$ cat src/rtl/sensor_pkg.sv
`default_nettype none
// +--------------------------------------------------------------------------+
// | Module : sensor_pkg                                                      |
// | Shared constants, scheduler state type and mod-5 helper.                 |
// | Rev    : 1.0                                                             |
// +--------------------------------------------------------------------------+
package sensor_pkg;
  localparam int SENSOR_W = 4;
  localparam int REST_W   = 3;
  localparam int MOD_DIV  = 5;

  typedef enum logic [0:0] {
    EMPTY = 1'b0,
    FULL  = 1'b1
  } sched_state_t;

  function automatic logic [REST_W-1:0] mod5(input logic [SENSOR_W-1:0] v);
    return REST_W'(v % SENSOR_W'(MOD_DIV));
  endfunction
endpackage
`default_nettype wire

$ cat src/rtl/rr_arbiter.sv
`default_nettype none
// +--------------------------------------------------------------------------+
// | Module : rr_arbiter                                                      |
// | Round-robin priority search starting at ptr; one-hot and encoded grant.  |
// | Rev    : 1.0                                                             |
// +--------------------------------------------------------------------------+
module rr_arbiter #(
  parameter int N   = 4,
  parameter int IDW = $clog2(N)
) (
  input  logic [N-1:0]   req,
  input  logic           en,
  input  logic [IDW-1:0] ptr,
  output logic [N-1:0]   gnt,
  output logic [IDW-1:0] gnt_idx
);

  logic           w_found;
  logic [IDW-1:0] w_idx;
  int             w_sum;

  // ptr is always < N, so a single conditional subtract implements mod N.
  always_comb begin
    gnt     = '0;
    gnt_idx = '0;
    w_found = 1'b0;
    w_idx   = '0;
    w_sum   = 0;
    for (int k = 0; k < N; k++) begin
      w_sum = int'(ptr) + k;
      if (w_sum >= N) w_sum = w_sum - N;
      w_idx = IDW'(w_sum);
      if (en && !w_found && req[w_idx]) begin
        w_found      = 1'b1;
        gnt[w_idx]   = 1'b1;
        gnt_idx      = w_idx;
      end
    end
  end

endmodule
`default_nettype wire

$ cat src/rtl/sensor_mod5_scheduler.sv
`default_nettype none
// +--------------------------------------------------------------------------+
// | Module : sensor_mod5_scheduler                                           |
// | Round-robin shared mod-5 unit with tagged registered result and counter. |
// | Rev    : 1.0                                                             |
// +--------------------------------------------------------------------------+
module sensor_mod5_scheduler
  import sensor_pkg::*;
#(
  parameter int N_SENSORS = 4,
  parameter int ID_W      = 2,
  parameter int CNT_W     = 8
) (
  input  logic                          clk,
  input  logic                          rst_n,
  input  logic                          en,
  input  logic [N_SENSORS-1:0]          req_valid,
  input  logic [SENSOR_W*N_SENSORS-1:0] req_data,
  output logic [N_SENSORS-1:0]          req_ready,
  output logic                          out_valid,
  input  logic                          out_ready,
  output logic [REST_W-1:0]             out_rest,
  output logic [ID_W-1:0]               out_id,
  output logic [CNT_W-1:0]              zero_cnt,
  input  logic                          clr_cnt
);

  localparam logic [ID_W-1:0]  c_last_id = ID_W'(N_SENSORS - 1);
  localparam logic [CNT_W-1:0] c_cnt_max = {CNT_W{1'b1}};

  sched_state_t          r_state;
  logic [ID_W-1:0]       r_ptr;
  logic [REST_W-1:0]     r_rest;
  logic [ID_W-1:0]       r_id;
  logic [CNT_W-1:0]      r_zero_cnt;

  logic                  w_slot_free;
  logic                  w_grant_en;
  logic                  w_any;
  logic [N_SENSORS-1:0]  w_gnt;
  logic [ID_W-1:0]       w_gnt_idx;
  logic [SENSOR_W-1:0]   w_sel_data;
  logic [REST_W-1:0]     w_rest;
  logic [ID_W-1:0]       w_next_ptr;

  // rst_n gates the handshake so no request is accepted while reset is held.
  assign w_slot_free = (r_state == EMPTY) || out_ready;
  assign w_grant_en  = en && w_slot_free && rst_n;
  assign w_any       = |w_gnt;

  rr_arbiter #(
    .N   (N_SENSORS),
    .IDW (ID_W)
  ) u_arb (
    .req     (req_valid),
    .en      (w_grant_en),
    .ptr     (r_ptr),
    .gnt     (w_gnt),
    .gnt_idx (w_gnt_idx)
  );

  always_comb begin
    w_sel_data = '0;
    for (int i = 0; i < N_SENSORS; i++) begin
      if (w_gnt[i]) w_sel_data = req_data[SENSOR_W*i +: SENSOR_W];
    end
  end

  assign w_rest     = mod5(w_sel_data);
  assign w_next_ptr = (w_gnt_idx == c_last_id) ? '0 : w_gnt_idx + 1'b1;

  always_ff @(posedge clk or negedge rst_n) begin
    if (!rst_n) begin
      r_state    <= EMPTY;
      r_ptr      <= '0;
      r_rest     <= '0;
      r_id       <= '0;
      r_zero_cnt <= '0;
    end else begin
      if (w_any) begin
        r_state <= FULL;
        r_rest  <= w_rest;
        r_id    <= w_gnt_idx;
        r_ptr   <= w_next_ptr;
      end else if ((r_state == FULL) && out_ready) begin
        r_state <= EMPTY;
      end

      if (clr_cnt) begin
        r_zero_cnt <= '0;
      end else if (w_any && (w_rest == '0) && (r_zero_cnt != c_cnt_max)) begin
        r_zero_cnt <= r_zero_cnt + 1'b1;
      end
    end
  end

  assign req_ready = w_gnt;
  assign out_valid = (r_state == FULL);
  assign out_rest  = r_rest;
  assign out_id    = r_id;
  assign zero_cnt  = r_zero_cnt;

endmodule
`default_nettype wire

$ cat config.mk
export PLATFORM = sky130hd
export DESIGN_NAME = sensor_mod5_scheduler
export DESIGN_NICKNAME = d
export VERILOG_FILES = /design/src/rtl/sensor_pkg.sv /design/src/rtl/rr_arbiter.sv /design/src/rtl/sensor_mod5_scheduler.sv
export SDC_FILE = /design/constraint.sdc
export NUM_CORES = 1
export LEC_CHECK = 0
export CORE_MARGIN = 5
export CORE_UTILIZATION = 50
export CTS_CLUSTER_DIAMETER = 200
export DETAILED_ROUTE_END_ITERATION = 7
export PLACE_DENSITY = 0.89
export SYNTH_ARGS = -nofsm -noshare
export SYNTH_HDL_FRONTEND = slang
export SYNTH_SLANG_ARGS = --single-unit
export TNS_END_PERCENT = 30
$ cat constraint.sdc
create_clock -name clk -period 5.9 [get_ports clk]
set_input_delay 0.59 -clock clk [delete_from_list [all_inputs] [get_ports clk]]
set_output_delay 0.59 -clock clk [all_outputs]
set_load 0.1 [all_outputs]
# After elaboration in Yosys (flattened, before gate mapping)
# Index checks and enable logic that the tools add are counted.
# totals
wordCells,97
output_inout_bits,18
in_bits,25
regBits,16
# op_classes
n_mux,40
div,1
addsub,9
n_eq_ne,2
order_cmp,12
n_bitwise,4
n_reduce_logical,24
# ops
op,n
2-to-1 mux 4 bit,8
2-to-1 mux 2 bit,9
logical AND 1 bit,16
2-to-1 mux 8 bit,2
2-to-1 mux 1 bit,13
less-than comparator 2 x 3 -> 1 bit (second input constant),4
OR 4 bit,3
greater-or-equal comparator 3 bit (second input constant),3
adder 8 x 1 -> 8 bit (second input constant),1
binary-select mux 1 bit (select 2 bit),4
demux 1 bit (select 2 bit),4
greater-or-equal comparator 2 x 1 -> 1 bit (second input constant),4
inequality test 8 bit (second input constant),1
subtractor 2 x 1 -> 2 bit (second input constant),4
adder 2 x 2 -> 3 bit (second input constant),2
modulo 4 x 3 -> 4 bit (second input constant),1
nonzero test 2 bit,2
OR reduction 4 bit,1
adder 2 x 1 -> 3 bit (second input constant),1
greater-or-equal comparator 2 x 3 -> 1 bit (second input constant),1
zero test 1 bit,3
zero test 3 bit,1
adder 2 x 1 -> 2 bit (second input constant),1
== test 2 bit (second input constant),1
2 further kinds,2

# Logic depth before layout (Yosys ltp)
# Gate-level depths: netlist of the first run.
# depth
ltp_word,28
ltp_mapped,22
ltp_nobuf,21

# By module
# A second synthesis of the first run with hierarchy kept.
# unflattened
cells_unflattened,195
hier_area_um2,1798.0
# modules_own_cells
module,area_per_inst_um2,instances,seq_area_each_um2,cells_per_inst
sensor_mod5_scheduler,1266.2,1,400.4,132
rr_arbiter,531.8,1,0.0,63

# Least setup slack after synthesis of the first run
# OpenSTA, ideal clock, no wires.
# synth_timing
path_type,flip-flop to flip-flop
startpoint,register r_ptr[1]
endpoint,"register r_zero_cnt[3], in the netlist zero_cnt[3]"
arrival_time_ns,5.115
n_path_buf,0
stages_incl_launch_ff,20
slack_ns,0.707
cell_sequence,dfrtp_1 > inv_1 > ha_1 > mux4_2 > nand4b_4 > o22ai_4 > nand3_1 > a31oi_2 > inv_1 > ha_1 > nor2_1 > nor3_1 > a21oi_1 > ha_1 > nand2b_1 > a21oi_1 > a31oi_4 > mux2_4 > or4_1 > a21oi_1
# synth_between
elab_chain_cells,27
word_cells_on_any_way,73
cone_classes,add/sub: 7; div: 1; order compare: 12; mux: 31; bitwise: 3; reduce/logical: 19
# synth_lines
element,line,source
start: declaration,sensor_mod5_scheduler.sv:32,logic [ID_W-1:0] r_ptr;
start signal: assignment,sensor_mod5_scheduler.sv:84,r_ptr <= w_next_ptr;
"parallel branches: the longest is 17 deep, another holds adder 2 x 1 -> 3 bit",n/a,
2-to-1 mux 4 bit (*),rr_arbiter.sv:33,if (en && !w_found && req[w_idx]) begin
via req_ready[0],sensor_mod5_scheduler.sv:19,"output logic [N_SENSORS-1:0] req_ready,"
2-to-1 mux 4 bit (4 in a row),sensor_mod5_scheduler.sv:65,if (w_gnt[i]) w_sel_data = req_data[SENSOR_W*i +: SENSOR_W];
modulo 4 x 3 -> 4 bit,sensor_pkg.sv:18,return REST_W'(v % SENSOR_W'(MOD_DIV));
zero test 3 bit,sensor_mod5_scheduler.sv:91,end else if (w_any && (w_rest == '0) && (r_zero_cnt != c_cnt_max)) begin
logical AND 1 bit (*) (2 in a row),sensor_mod5_scheduler.sv:91,
nonzero test 2 bit (no source line) (*),n/a,
end signal: assignment,sensor_mod5_scheduler.sv:92,r_zero_cnt <= r_zero_cnt + 1'b1;
end: declaration,sensor_mod5_scheduler.sv:35,logic [CNT_W-1:0] r_zero_cnt;
# Mark *: on every way through the listed nets, which the timed path passes. The select of a mux whose other input is x is not followed.
# A chain may end at the register's enable or synchronous reset.

# Final worst setup path of the first run
# layout_timing
startpoint,input req_valid[3]
endpoint,"register r_zero_cnt[3], in the netlist zero_cnt[3]"
# layout_between
elab_chain_cells,25
word_cells_on_any_way,38
cone_classes,div: 1; mux: 19; bitwise: 3; reduce/logical: 15
# layout_lines
element,line,source
start: declaration,sensor_mod5_scheduler.sv:17,"input logic [N_SENSORS-1:0] req_valid,"
binary-select mux 1 bit (select 2 bit),rr_arbiter.sv:33,
2-to-1 mux 1 bit (implied by the code),rr_arbiter.sv:33,
logical AND 1 bit,rr_arbiter.sv:33,
2-to-1 mux 1 bit,rr_arbiter.sv:33,
zero test 1 bit,rr_arbiter.sv:33,
logical AND 1 bit (2 in a row),rr_arbiter.sv:33,
2-to-1 mux 1 bit,rr_arbiter.sv:33,
zero test 1 bit,rr_arbiter.sv:33,
[... 3 more ...],n/a,
zero test 1 bit,rr_arbiter.sv:33,
logical AND 1 bit (2 in a row),rr_arbiter.sv:33,
2-to-1 mux 4 bit (*),rr_arbiter.sv:33,
2-to-1 mux 4 bit (4 in a row),sensor_mod5_scheduler.sv:65,
modulo 4 x 3 -> 4 bit,sensor_pkg.sv:18,
zero test 3 bit,sensor_mod5_scheduler.sv:91,
logical AND 1 bit (*) (2 in a row),sensor_mod5_scheduler.sv:91,
nonzero test 2 bit (no source line) (*),n/a,
# Mark *: on every way between the ends. The rest lies on a longest branch, timed or not. The select of a mux whose other input is x is not followed.

==> reports/results.md, run 1 <==
• **result of the run** finished, final reports clean
• **final period demand of the worst path** 5.48 ns
• **peak clock frequency supported by timing** 183 MHz
• **Clock Tree Root** sky130_fd_sc_hd__clkbuf_4
• **DIE WIDTH** 69.2 um
• **largest net degree at the start of global routing** 17
• **number of cell instances on the worst register-to-register path** 20
• **count of standard-cell rows** 21
• **critical path arrival** 5.69 ns
• **worst flop-to-flop path endpoint** zero_cnt[3]$_DFFE_PN0P_
• **number of global-route vias before repair** 1668
• **Total Die Area** 4780 um2
• **remaining number of nets flagged by the antenna check after routing** 0
• **Worst Max-Slew Pin Slew** 0.974 ns
• **Synthesis Warnings** 0
• **fraction of layout instances using a drive strength above 1** 0.175
• **highest cell delay on the worst timing path** 0.55 ns
• **Buffers on Ports** 42
• **critical path, cell by cell** clkdlybuf4s50_1 > nor2b_1 > mux4_2 > a211o_2 > a22oi_4 > inv_4 > nor2_1 > a31oi_2 > inv_1 > ha_1 > nor2_1 > a21o_2 > a21oi_1 > ha_1 > nand2b_1 > a21oi_1 > a31oi_4 > mux2_4 > or4_1 > a21oi_1
• **dominant register cell in the synthesized netlist** sky130_fd_sc_hd__dfrtp_1
• **number of violations of the max-capacitance limit** 0
• **FFs w/ async S/R, synth** 1.00
• **clock latency on the worst-skew pair** 0.30 ns
• **number of post-CTS setup repair buffers** 0
• **Post-CTS Hold Fix Bufs** 0
• **Final Setup Violations** 0
• **top-level port count** 43
• **Critical Path End Type** register
• **worst clock skew** 0.00813 ns
• **number of search-and-repair iterations in the first detailed-routing pass** 4
• **maximum clock insertion buffer count** 2
• **RePlAce Congestion** 0.874
• **effective utilization at floorplan** 0.520
• **setup total negative slack** 0 ns
• **area growth from synthesis to layout** 27.9%
• **max_slew headroom** 0.348
• **Critical Path RT** 6.11 ns
• **starting DRC count in detailed routing** 138
• **Crit Path Class** input port to register
• **Antenna Cells** 0
• **reg-to-reg slack, setup** 0.54 ns
• **count of cells resized by post-cts repair** 0
• **number of sinks driven by the clock tree** 16
• **wire length per cell after detailed routing** 15.8 um
• **highest-delay cell along the critical path** sky130_fd_sc_hd__clkdlybuf4s50_1
• **dominant delay contributor by cell family on the critical path** compound AO/OA/AOI/OAI gates
• **final standard cell utilization of the core** 0.666
• **half-perimeter wire length after detailed placement** 3350 um
• **largest area contributor in the netlist** sky130_fd_sc_hd__dfrtp_1
• **synthesized area** 1750 um2
• **detailed-route via count** 1641
• **Mean Syn Cell Area** 9.46 um2
• **Post-synth EDFFs** 0
• **share of the synthesized area in the top cell type** 0.229
• **final wirelength** 4350 um
• **total buffers and inverters traversed by the critical path** 3
• **Die Ht** 69.2 um
• **Clk pin slew, worst setup/hold paths** 0.10 ns
• **power density cells** 544 nW/um2
• **ranking of synthesized cells by instance count** 16 x sky130_fd_sc_hd__a21oi_1, 16 x sky130_fd_sc_hd__dfrtp_1, 13 x sky130_fd_sc_hd__nand2_1
• **number of hold violations in the final report** 0
• **Final Max Tran Viols** 0
• **net count of the mapped netlist** 220
• **worst hold start** out_rest[0]$_DFFE_PN0P_
• **total of flip-flops plus latches after synthesis** 16
• **min-delay worst type** register to register
• **core footprint** 3360 um2
• **leakage power of the design** 0.929 nW
• **maximum fanout encountered on the critical timing path** 16
• **unrepaired setup endpoints after global routing** false
• **Tcrit/Tclk final** 0.928
• **portion of the post-synthesis area used by sequential elements** 0.229
• **gr usage total** 0.180
• **number of buffers added by the clock tree synthesis step** 3
• **DRC viols** 0
• **wire length of the first global-routing pass** 7400 um
• **crit-path most repeated cell** sky130_fd_sc_hd__a21oi_1
• **vias per cell** 5.97
• **reg2reg start** r_ptr[1]$_DFFE_PN0P_
• **number of stages on the worst hold path** 2
• **leading cell types by total area after synthesis** sky130_fd_sc_hd__dfrtp_1 23%, sky130_fd_sc_hd__ha_1 7.1%, sky130_fd_sc_hd__a21oi_1 4.6%, sky130_fd_sc_hd__mux4_2 3.9%, sky130_fd_sc_hd__mux2i_1 3.4%
• **initial antenna violation count** 0
• **NumNets Final** 265
• **post-synthesis cell type count** 60
• **total grt overflow** 0
• **worst voltage drop across the vdd grid** 433 uV
• **startpoint types** input port
• **hold path endpoint** out_rest[0]$_DFFE_PN0P_
• **H-Tree Depth** 1
• **CTS tree** built
• **post-synthesis instance total** 185
[cell usage in the layout (no fill, tap or decap), types with 4 or more instances in the layout]
master | Yosys | layout
sky130_fd_sc_hd__ha_1 | 10 | 10
sky130_fd_sc_hd__nor2_1 | 7 | 7
sky130_fd_sc_hd__a31oi_1 | 4 | 4
sky130_fd_sc_hd__or4_1 | 6 | 6
sky130_fd_sc_hd__a21oi_1 | 16 | 16
sky130_fd_sc_hd__o31ai_1 | 7 | 7
sky130_fd_sc_hd__dfrtp_1 | 16 | 16
sky130_fd_sc_hd__nand2b_1 | 4 | 4
sky130_fd_sc_hd__inv_1 | 8 | 8
sky130_fd_sc_hd__nor2b_1 | 5 | 5
sky130_fd_sc_hd__nand2_1 | 13 | 13
sky130_fd_sc_hd__mux2i_1 | 6 | 6
sky130_fd_sc_hd__o21ai_0 | 7 | 7
sky130_fd_sc_hd__nand3_1 | 10 | 10
sky130_fd_sc_hd__clkdlybuf4s50_1 | 0 | 42
[worst max-delay path by stage]
stage / startpoint / end / slack (ns) / depth (start not counted)
after floorplan: r_ptr[1]$_DFFE_PN0P_ / zero_cnt[3]$_DFFE_PN0P_ / 0.71 / 19
after global placement: req_valid[3] / zero_cnt[3]$_DFFE_PN0P_ / 0.34 / 20
after detailed placement: req_valid[3] / zero_cnt[7]$_DFFE_PN0P_ / 0.14 / 20
after CTS: req_valid[3] / zero_cnt[3]$_DFFE_PN0P_ / 0.43 / 20
after global routing: r_ptr[1]$_DFFE_PN0P_ / zero_cnt[4]$_DFFE_PN0P_ / 0.07 / 20
final: req_valid[3] / zero_cnt[3]$_DFFE_PN0P_ / 0.42 / 20
[registers in the layout, summed over array words and instances, names as in the netlist, named ones only]
name,cells
zero_cnt,8
r_ptr,1
out_id,2
out_rest,3
out_valid,1
[metal layers]
metal / track usage / part of all wire / vias to the layer above
met5: 0 / 0 / -
met4: 0.0477 / 0.0067 / 0
met1: 0.228 / 0.47 / 787
li1: - / - / 799
met3: 0.0420 / 0.048 / 5
met2: 0.306 / 0.48 / 50
[worst register-to-register path, delay by kind of cell (launching register included)]
family | cells | cell delay (ns)
compound gates | 6 | 1.43
buf+inv | 3 | 0.36
mux | 2 | 0.85
simple gates | 6 | 1.25
flops | 1 | 0.48
fa+ha+maj | 3 | 0.90
[stage by stage]
| step | std cells | hold slack (ns) | power (mW) | cell area [um2] | setup WS [ns] |
|---|---|---|---|---|---|
| 2_1_floorplan | 185 | 0.294 | 0.978 | 1750 | 0.707 |
| 3_3_place_gp | 271 | 0.449 | 1.11 | 2200 | 0.342 |
| 3_5_place_dp | 271 | 0.456 | 1.14 | 2200 | 0.138 |
| 4_1_cts | 275 | 0.480 | 1.22 | 2240 | 0.428 |
| 5_1_grt | 275 | 0.504 | 1.30 | 2240 | 0.0739 |
| 6_report | 275 | 0.475 | 1.22 | 2240 | 0.422 |
[cells by family (layout without fill, tap and decap cells)]
kind of cell    after synthesis  in the layout  share of synthesized area
simple gates                 66             66                      0.240
compound gates               60             60                      0.288
buf+inv                      18             62                     0.0608
flops                        16             16                      0.229
mux                          13             13                      0.101
fa+ha+maj                    10             10                     0.0715
xor+xnor                      2              2                     0.0100
[layout make-up]
cell class / instances / area, um2
flip-flops and latches: 16 / 400
clock buffers: 4 / 36.3
inverters: 13 / 57.6
fillers: 297 / 1120
multi-input cells: 151 / 1240
well taps: 46 / 57.6
repair buffers: 45 / 443
[report_power, final]
group,internal (mW),switching (mW)
registers,0.140,0.0250
clock network,0.0376,0.0369
logic,0.335,0.643
No activity file was read; power rests on OpenSTA's default activity.
==> run 2, diff against run 1 <==
- SKIP_CTS_REPAIR_TIMING: not set -> 1
==> results of run 2 <==
No change in the layout: final DEF, timing and power equal those of run 1.
